**src/rtl/onn_uart_pkg.sv**
```systemverilog
// onn_uart_pkg: definitions shared by the ONN UART input and output stages.
// One gray<->phase mapping lives here so both directions stay exact inverses.
package onn_uart_pkg;

    // Default number of clk cycles per UART bit
    localparam int CLKS_PER_BIT_DEFAULT = 10416;

    // Receiver states. PARITY is only entered when UART_IN_PARITY_EN is defined.
    typedef enum logic [2:0] {
        RX_IDLE      = 3'd0,
        RX_START     = 3'd1,
        RX_DATA      = 3'd2,
        RX_PARITY    = 3'd3,
        RX_STOP      = 3'd4,
        RX_WAIT_HIGH = 3'd5
    } rx_state_t;

    // Grayscale byte to phase: the inverse of gray = min(phi*32, 255)
    function automatic logic [3:0] g2p(input logic [7:0] gray);
        logic [3:0] phi;
        if (gray == 8'hFF) begin
            phi = 4'd8;
        end else begin
            phi = {1'b0, gray[7:5]};
        end
        return phi;
    endfunction

    // Phase to grayscale byte, saturating at 255 for phase 8 and above
    function automatic logic [7:0] p2g(input logic [3:0] phi);
        logic [7:0] gray;
        if (phi >= 4'd8) begin
            gray = 8'hFF;
        end else begin
            gray = {phi[2:0], 5'b00000};
        end
        return gray;
    endfunction

    // Even-parity bit for a data byte (makes the total count of ones even)
    function automatic logic parity_bit(input logic [7:0] data);
        return ^data;
    endfunction

endpackage

```
**src/rtl/uart_rx_byte.sv**
```systemverilog
// uart_rx_byte: synchronises the UART line and receives one byte per frame.
// 8N1 by default; defining UART_IN_PARITY_EN adds an even-parity bit (8E1).
// Emits a one-cycle byte_valid with the byte, or a one-cycle err on a bad
// stop/parity bit, after which it waits for the line to return high.
module uart_rx_byte
    import onn_uart_pkg::*;
#(
    parameter int CLKS_PER_BIT = CLKS_PER_BIT_DEFAULT
) (
    input  logic       clk,
    input  logic       reset,
    input  logic       RxD,
    output logic       byte_valid,
    output logic [7:0] rx_byte,
    output logic       err,
    output logic       idle
);

    localparam int TW = (CLKS_PER_BIT > 1) ? $clog2(CLKS_PER_BIT) : 1;
    localparam logic [TW-1:0] TIMER_ZERO = {TW{1'b0}};
    localparam logic [TW-1:0] TIMER_ONE  = TW'(1);
    localparam logic [TW-1:0] HALF_LAST  = TW'(CLKS_PER_BIT / 2 - 1);
    localparam logic [TW-1:0] FULL_LAST  = TW'(CLKS_PER_BIT - 1);

    logic          meta_r;
    logic          rx_s;
    rx_state_t     state_r;
    logic [TW-1:0] timer_r;
    logic [2:0]    bit_idx_r;
    logic [7:0]    shift_r;
    logic [7:0]    byte_r;
    logic          valid_r;
    logic          err_r;

    assign byte_valid = valid_r;
    assign rx_byte    = byte_r;
    assign err        = err_r;
    assign idle       = (state_r == RX_IDLE);

    // Two-flop synchroniser; resets to the idle-high level so reset never looks like a start bit
    always_ff @(posedge clk) begin
        if (reset) begin
            meta_r <= 1'b1;
            rx_s   <= 1'b1;
        end else begin
            meta_r <= RxD;
            rx_s   <= meta_r;
        end
    end

    // Frame receiver: mid-bit sampling driven by the bit timer
    always_ff @(posedge clk) begin
        if (reset) begin
            state_r   <= RX_IDLE;
            timer_r   <= TIMER_ZERO;
            bit_idx_r <= 3'd0;
            shift_r   <= 8'd0;
            byte_r    <= 8'd0;
            valid_r   <= 1'b0;
            err_r     <= 1'b0;
        end else begin
            valid_r <= 1'b0;
            err_r   <= 1'b0;
            case (state_r)
                RX_IDLE: begin
                    if (!rx_s) begin
                        timer_r <= TIMER_ZERO;
                        state_r <= RX_START;
                    end
                end
                RX_START: begin
                    if (timer_r == HALF_LAST) begin
                        if (rx_s) begin
                            // Line went high again before mid-start: a glitch, not a frame
                            state_r <= RX_IDLE;
                        end else begin
                            timer_r   <= TIMER_ZERO;
                            bit_idx_r <= 3'd0;
                            state_r   <= RX_DATA;
                        end
                    end else begin
                        timer_r <= timer_r + TIMER_ONE;
                    end
                end
                RX_DATA: begin
                    if (timer_r == FULL_LAST) begin
                        shift_r[bit_idx_r] <= rx_s;
                        timer_r            <= TIMER_ZERO;
                        if (bit_idx_r == 3'd7) begin
`ifdef UART_IN_PARITY_EN
                            state_r <= RX_PARITY;
`else
                            state_r <= RX_STOP;
`endif
                        end else begin
                            bit_idx_r <= bit_idx_r + 3'd1;
                        end
                    end else begin
                        timer_r <= timer_r + TIMER_ONE;
                    end
                end
`ifdef UART_IN_PARITY_EN
                RX_PARITY: begin
                    if (timer_r == FULL_LAST) begin
                        timer_r <= TIMER_ZERO;
                        if (parity_bit(shift_r) != rx_s) begin
                            err_r   <= 1'b1;
                            state_r <= RX_WAIT_HIGH;
                        end else begin
                            state_r <= RX_STOP;
                        end
                    end else begin
                        timer_r <= timer_r + TIMER_ONE;
                    end
                end
`endif
                RX_STOP: begin
                    if (timer_r == FULL_LAST) begin
                        timer_r <= TIMER_ZERO;
                        if (rx_s) begin
                            byte_r  <= shift_r;
                            valid_r <= 1'b1;
                            state_r <= RX_IDLE;
                        end else begin
                            err_r   <= 1'b1;
                            state_r <= RX_WAIT_HIGH;
                        end
                    end else begin
                        timer_r <= timer_r + TIMER_ONE;
                    end
                end
                RX_WAIT_HIGH: begin
                    // A held-low (break) line must not be mistaken for a new start bit
                    if (rx_s) begin
                        state_r <= RX_IDLE;
                    end
                end
                default: begin
                    state_r <= RX_IDLE;
                end
            endcase
        end
    end

endmodule

```
**src/rtl/uart_in_pattern.sv**
```systemverilog
// uart_in_pattern: loads the ONN initial-phase pattern from a host over UART.
// Each received grayscale byte becomes a 4-bit phase written into the next
// pixel slot of phi_in; load_done pulses when slot N-1 is written. A partial
// pattern left idle for TIMEOUT_BITS bit-times restarts at pixel 0.
// Optional 8E1 framing: define UART_IN_PARITY_EN.
module uart_in_pattern
    import onn_uart_pkg::*;
#(
    parameter int N            = 210,
    parameter int CLKS_PER_BIT = CLKS_PER_BIT_DEFAULT,
    parameter int TIMEOUT_BITS = 64
) (
    input  logic           clk,
    input  logic           reset,
    input  logic           RxD,
    output logic [0:4*N-1] phi_in,
    output logic           load_done,
    output logic           busy,
    output logic           frame_err
);

    localparam int IW = (N > 1) ? $clog2(N) : 1;
    localparam int TW = (CLKS_PER_BIT > 1) ? $clog2(CLKS_PER_BIT) : 1;
    localparam int BW = (TIMEOUT_BITS > 1) ? $clog2(TIMEOUT_BITS) : 1;
    localparam logic [IW-1:0] INDEX_ZERO = {IW{1'b0}};
    localparam logic [IW-1:0] INDEX_ONE  = IW'(1);
    localparam logic [IW-1:0] INDEX_LAST = IW'(N - 1);
    localparam logic [TW-1:0] TICK_ZERO  = {TW{1'b0}};
    localparam logic [TW-1:0] TICK_ONE   = TW'(1);
    localparam logic [TW-1:0] TICK_LAST  = TW'(CLKS_PER_BIT - 1);
    localparam logic [BW-1:0] BITS_ZERO  = {BW{1'b0}};
    localparam logic [BW-1:0] BITS_ONE   = BW'(1);
    localparam logic [BW-1:0] BITS_LAST  = BW'(TIMEOUT_BITS - 1);

    logic           byte_valid_s;
    logic [7:0]     rx_byte_s;
    logic           err_s;
    logic           rx_idle_s;
    logic           armed_s;
    logic           tick_last_s;
    logic           timeout_s;

    logic [0:4*N-1] phi_r;
    logic [IW-1:0]  index_r;
    logic [TW-1:0]  tick_r;
    logic [BW-1:0]  bits_r;
    logic           load_done_r;
    logic           busy_r;
    logic           frame_err_r;

    uart_rx_byte #(
        .CLKS_PER_BIT(CLKS_PER_BIT)
    ) u_rx (
        .clk       (clk),
        .reset     (reset),
        .RxD       (RxD),
        .byte_valid(byte_valid_s),
        .rx_byte   (rx_byte_s),
        .err       (err_s),
        .idle      (rx_idle_s)
    );

    // Timeout runs only while a partial pattern waits for its next start bit;
    // any start edge takes the receiver out of idle and so restarts the count
    assign armed_s     = rx_idle_s && (index_r != INDEX_ZERO) && !byte_valid_s;
    assign tick_last_s = (tick_r == TICK_LAST);
    assign timeout_s   = armed_s && tick_last_s && (bits_r == BITS_LAST);

    assign phi_in    = phi_r;
    assign load_done = load_done_r;
    assign busy      = busy_r;
    assign frame_err = frame_err_r;

    // Idle bit-time counter used to abandon a stalled partial pattern
    always_ff @(posedge clk) begin
        if (reset) begin
            tick_r <= TICK_ZERO;
            bits_r <= BITS_ZERO;
        end else if (!armed_s || timeout_s) begin
            tick_r <= TICK_ZERO;
            bits_r <= BITS_ZERO;
        end else if (tick_last_s) begin
            tick_r <= TICK_ZERO;
            bits_r <= bits_r + BITS_ONE;
        end else begin
            tick_r <= tick_r + TICK_ONE;
        end
    end

    // Write each received phase into its slot, advance the pixel index, flag a complete pattern
    always_ff @(posedge clk) begin
        if (reset) begin
            phi_r       <= {(4*N){1'b0}};
            index_r     <= INDEX_ZERO;
            load_done_r <= 1'b0;
        end else begin
            load_done_r <= 1'b0;
            if (byte_valid_s) begin
                for (int k = 0; k < N; k++) begin
                    if (index_r == IW'(k)) begin
                        phi_r[4*k +: 4] <= g2p(rx_byte_s);
                    end
                end
                if (index_r == INDEX_LAST) begin
                    index_r     <= INDEX_ZERO;
                    load_done_r <= 1'b1;
                end else begin
                    index_r <= index_r + INDEX_ONE;
                end
            end else if (timeout_s) begin
                // Contents are kept; only the write position restarts
                index_r <= INDEX_ZERO;
            end
        end
    end

    // Status: busy while a pattern or byte is in flight, sticky frame error
    always_ff @(posedge clk) begin
        if (reset) begin
            busy_r      <= 1'b0;
            frame_err_r <= 1'b0;
        end else begin
            busy_r <= (index_r != INDEX_ZERO) || !rx_idle_s || byte_valid_s;
            if (err_s) begin
                frame_err_r <= 1'b1;
            end
        end
    end

endmodule

```
**config.mk**
```make
export PLATFORM = sky130hd
export DESIGN_NAME = uart_in_pattern
export DESIGN_NICKNAME = d
export VERILOG_FILES = /design/src/rtl/onn_uart_pkg.sv /design/src/rtl/uart_rx_byte.sv /design/src/rtl/uart_in_pattern.sv
export SDC_FILE = /design/constraint.sdc
export NUM_CORES = 2
export LEC_CHECK = 0
export BUFFER_PORTS_ARGS = -buffer_cell sky130_fd_sc_hd__buf_2
export CAP_MARGIN = 25
export CELL_PAD_IN_SITES_DETAIL_PLACEMENT = 1
export CELL_PAD_IN_SITES_GLOBAL_PLACEMENT = 1
export CORE_AREA = 2 2 326 328
export DETAILED_ROUTE_END_ITERATION = 10
export DIE_AREA = 0 0 328 330
export GPL_TIMING_DRIVEN = 1
export PLACE_DENSITY_LB_ADDON = 0.1
export SETUP_SLACK_MARGIN = 0.4
export SLEW_MARGIN = 20
export SYNTH_ARGS = -nofsm -noshare
export SYNTH_HDL_FRONTEND = slang
export SYNTH_SLANG_ARGS = --single-unit
```
**constraint.sdc**
```tcl
create_clock -name clk -period 3.1 [get_ports clk]
set_input_delay 0 -clock clk [delete_from_list [all_inputs] [get_ports clk]]
set_output_delay 0 -clock clk [all_outputs]
set_load 0.05 [all_outputs]
```
; ---- Yosys cells after proc, flatten, opt, wreduce, memory -nomap -nowiden
; Index checks and enable logic that the tools add are counted.
[totals]
reg_bits = 911
input_bits = 3
output_inout_bits = 843
wordCells = 726
[op_classes]
n_addsub = 5
n_lt_le_gt_ge = 2
n_eq_ne = 227
mux = 28
n_bitwise = 3
reduce_logical = 236
[op_table]
columns = op, count
row1 = == test 8 bit (second input constant), 83
row2 = == test 8 x 7 -> 1 bit (second input constant), 64
row3 = AND reduction 2 bit, 211
row4 = == test 8 x 6 -> 1 bit (second input constant), 32
row5 = == test 8 x 5 -> 1 bit (second input constant), 16
row6 = == test 8 x 4 -> 1 bit (second input constant), 8
row7 = 2-to-1 mux 14 bit, 3
row8 = one-hot mux 14 bit (3 select lines), 1
row9 = 2-to-1 mux 3 bit, 11
row10 = == test 8 x 3 -> 1 bit (second input constant), 4
row11 = adder 14 x 1 -> 14 bit (second input constant), 2
row12 = == test 14 bit (second input constant), 2
row13 = 2-to-1 mux 8 bit, 3
row14 = == test 8 x 2 -> 1 bit (second input constant), 2
row15 = one-hot mux 3 bit (5 select lines), 1
row16 = == test 14 x 13 -> 1 bit (second input constant), 1
row17 = != test 2 x 1 -> 1 bit (second input constant), 5
row18 = == test 3 bit (second input constant), 3
row19 = adder 8 x 1 -> 8 bit (second input constant), 1
row20 = bitwise mux 8 bit, 1
row21 = == test 8 x 1 -> 1 bit (second input constant), 1
row22 = zero test 8 bit, 1
row23 = nonzero test 8 bit, 1
row24 = adder 6 x 1 -> 6 bit (second input constant), 1
row25 = 24 further kinds, 43

; ---- Logic depth before layout (Yosys ltp)
[logic_depth]
depth_word = 7
mapped_depth = 9
mapped_depth_nobuf = 6

; ---- Cells and area by module
; Synthesis repeated with hierarchy kept, for this count alone.
[hier_totals]
hier_cells = 3953
area_unflattened_um2 = 34818.4
[by_module_without_submodules]
columns = module, n_inst, cells_each, area_each_um2, seq_area_each_um2
row1 = uart_in_pattern, 1, 3714, 32725.1, 17436.7
row2 = uart_rx_byte, 1, 239, 2093.3, 800.8

; ---- Worst setup path after synthesis
; No wires, ideal clock.
[synth_timing]
path_type = reg2reg
startpoint = register u_rx.timer_r[1]
endpoint = register u_rx.byte_r[0] (netlist: u_rx.rx_byte[0])
setup_ns = 0.115
t_arrival_ns = 2.053
required_ns = 2.985
path_slack_ns = 0.932
stages_incl_launch_ff = 8
path_buffers = 1
synth_period_minus_slack_ns = 2.168
path_cell_list = dfxtp_1 -> ha_1 -> nand4bb_1 -> or4_4 -> buf_6 -> nor3_4 -> mux2i_1 -> nor2_2
[synth_via]
elab_chain_cells = 2
[synth_rtl]
columns = item, line_no
row1 = "start, declared", uart_rx_byte.sv:28  ; logic [TW-1:0] timer_r;
row2 = "start signal, assigned", uart_rx_byte.sv:82  ; timer_r <= timer_r + TIMER_ONE;
row3 = "start signal, assigned", uart_rx_byte.sv:99  ; timer_r <= timer_r + TIMER_ONE;
row4 = "start signal, assigned", uart_rx_byte.sv:129  ; timer_r <= timer_r + TIMER_ONE;
row5 = == test 14 bit, uart_rx_byte.sv:118  ; if (timer_r == FULL_LAST) begin
row6 = AND reduction 3 bit (no line), -
row7 = "end signal, assigned", uart_rx_byte.sv:121  ; byte_r <= shift_r;
row8 = "end, declared", uart_rx_byte.sv:31  ; logic [7:0] byte_r;
; Every way passes these cells.
; A chain may end at the register's enable or synchronous reset.

; ---- Worst setup path in the final report
[layout_timing]
startpoint = register index_r[2]
endpoint = register phi_r, in the netlist phi_in[284]
[layout_via]
elab_chain_cells = 2
[layout_rtl]
columns = item, line_no
row1 = "start, declared", uart_in_pattern.sv:44  ; logic [IW-1:0] index_r;
row2 = "start signal, assigned", uart_in_pattern.sv:108  ; index_r <= index_r + INDEX_ONE;
row3 = == test 8 x 7 -> 1 bit, uart_in_pattern.sv:100  ; if (index_r == IW'(k)) begin
row4 = AND reduction 2 bit (no line), -
row5 = "end signal, assigned", uart_in_pattern.sv:93  ; phi_r <= {(4*N){1'b0}};
row6 = "end signal, assigned by index", uart_in_pattern.sv:101  ; phi_r[4*k +: 4] <= g2p(rx_byte_s);
row7 = "end, declared", uart_in_pattern.sv:43  ; logic [0:4*N-1] phi_r;
; Every way passes these cells.

==> metrics.txt <==
RSZ-0062 raised after global routing no; maximum clock path buffer count 3; Tot GR Track Use 0.262; pins over their slew limit 0; Post-synth EDFFs 0; CP required about 3700 ps; Fin Setup TNS 0 ps; post-synthesis cell count 4,168; R2R setup slack around 570 ps; xor and xnor area share after synthesis 0.00510; outcome complete, no violations; share of cells above drive strength 1 0.236; CP Data Arrival Time between 3000 and 4000 ps; Final Hold Vio Count 0; share of synthesized registers carrying an async set or reset 0; multiplexer area fraction after synthesis 0.0647; via count about 32,000; post-synth cell types 62; Area Overhead vs Synth 26.3%; Seq/Total Area, Yosys 0.531; I/O Pins between 800 and 900; vias in the first global route 31,500; Max VDD drop 404 uV; clock sink count 911; Post-Synth Simple-Gate Area 0.175; hold crit path type input pin to register; syn_nets approximately 4,200; mapped cell area about 34,000 sq um; Skew-Pair Late Insertion Delay 700 ps; Iteration-0 DRC Markers slightly below 2,000; initial antenna violation count 1; Rows between 100 and 150; most frequent cells in the layout dfxtp_1 (910), buf_2 (844), nand2_1 (715); commonest non-fill, non-tap cell in the layout dfxtp_1; nets@finish between 4,000 and 5,000; total power between 20 and 25 mW; # setup viols final 0; gpl congestion roughly 0.8; adder-cell share of the synthesized area 0.00328; Slew @ Worst Pin ~1000 ps; YS warnings 0; Synth Area in Compound Gates 0.177; Die Footprint 108,000 sq um; TritonCTS clock tree done; die height around 330 um; Port Buffers between 800 and 900; pin count of the biggest net entering global routing roughly 170; skew final around 27 ps; clk slew on worst S/H paths 60 ps; fmax between 300 and 400 MHz; CP Max Fanout 14; Rel. slew slack 0.325; Mean Syn Cell Area between 8 and 9 sq um; P per Cell Area approximately 560 nW/um^2; DR pass1 iterations 5; Die X 328 um; H-tree Lvls 3; leakage power around 19 nW; largest family of logic cells by synthesized area compound AO/OA/AOI/OAI gates; Max-Cap Viols 0; first-pass GRT wire length around 220,000 um; Clock Tree Root clkbuf_16; Final min period approximately 2500 ps; Starting Density 0.328; Synth Register Bits 911; CORE AREA 105,000 sq um; Crit. End Element register; Vias/cell 5.13; wirelength, routed roughly 150,000 um; Critical Path Source Type register; Remaining DRCs 0; GRT Residual Overflow 0; dpl hpwl between 100,000 and 150,000 um; cts bufs inserted approximately 100; ys flop type dfxtp_1; post-route ant nets 0; DR WL/cell about 24 um; Min Hold Slack 58.6 ps; fin crit share 0.816; critical setup path kind register to register
flip-flops by register name, indices dropped and copies added, names as in the netlist:
name / flops
phi_in: 840
tick_r: 14
u_rx.timer_r: 14
index_r: 8
u_rx.rx_byte: 8
u_rx.shift_r: 8
bits_r: 6
u_rx.bit_idx_r: 3
u_rx.state_r: 3
busy: 1
frame_err: 1
load_done: 1
u_rx.byte_valid: 1
u_rx.err: 1
u_rx.meta_r: 1
u_rx.rx_s: 1
cells in the mapped netlist (9+ instances only):
cell      number  area (sq um)
nand4_1       16           100
xor2_1        11          96.3
nand2_1      723          2710
a21oi_1      646          3230
and2_1        15          93.8
nand3_1      201          1010
nor3_1        11          55.1
dfxtp_1      911         18200
mux2i_1      221          2210
o21ai_0      503          2520
and3_1        17           106
ha_1           9           113
buf_1         20          75.1
clkbuf_1     345          1290
xnor2_1        9          78.8
nor2_1       386          1450
nor4_1        12          75.1
nor2b_1       13          81.3
metal layers:
layer | vias to the layer above | track usage | share of wire
li1 | 15500 | - | -
met3 | 255 | 0.0828 | 0.080
met2 | 876 | 0.431 | 0.47
met1 | 15800 | 0.310 | 0.40
met5 | - | 0 | 0
met4 | 0 | 0.129 | 0.050
report_power, final:
group / switching (mW) / internal [mW] / total, mW
combinational: 0.229 / 0.0386 / 0.267
clock: 5.15 / 7.21 / 12.4
sequential: 0.00774 / 11.7 / 11.7
total: 5.39 / 19.0 / 24.3
metrics by stage:
stage / util / worst slack (ps) / area [sq um] / instances
2_1_floorplan: - / 932 / 34400 / 4168
3_3_place_gp: 0.382 / 578 / 40000 / 6126
3_5_place_dp: 0.382 / 532 / 40000 / 6126
4_1_cts: 0.414 / 501 / 43400 / 6316
5_1_grt: 0.415 / 418 / 43400 / 6316
6_report: 0.415 / 572 / 43400 / 6317
cell families after synthesis:
kind of cell	count (synthesis)
XOR/XNOR	20
AO/OA/AOI/OAI	1188
multiplexers	222
AND/OR/NAND/NOR	1433
buffers and inverters	385
adder cells (fa/ha/maj)	9
flip-flops	911
worst paths after layout:
check / depth (start not counted) / start / endpoint
max reg2reg: 6 / index_r[2] / phi_in[284]
min reg2reg: 1 / u_rx.meta_r / u_rx.rx_s
max: 6 / index_r[2] / phi_in[284]
min: 3 / RxD / u_rx.meta_r
area by class of cell:
cell class	instances	area (sq um)
Multi-Input combinational cell	2872	14800
Timing Repair Buffer	946	5200
Clock inverter	26	307
Sequential cell	911	18200
Tap cell	1391	1740
Fill cell	12600	61300
Clock buffer	162	3070
Inverter	8	30.0
Antenna cell	1	2.50
critical path: stages (launching register included):
cell,delay [ps]
dfxtp_1,520
nor2b_2,560
nand3_4,360
buf_4,320
nor2_1,400
nand2_1,110
a21oi_1,160
timing repair:
action                                 4_1_cts  5_1_grt
setup buffers                                0        0
endpoints found under the hold margin      147        0
hold buffers                                 2        0
gates resized for setup                      0        3
setup endpoints to repair                    0       10
No activity file was read; power rests on OpenSTA's default activity.
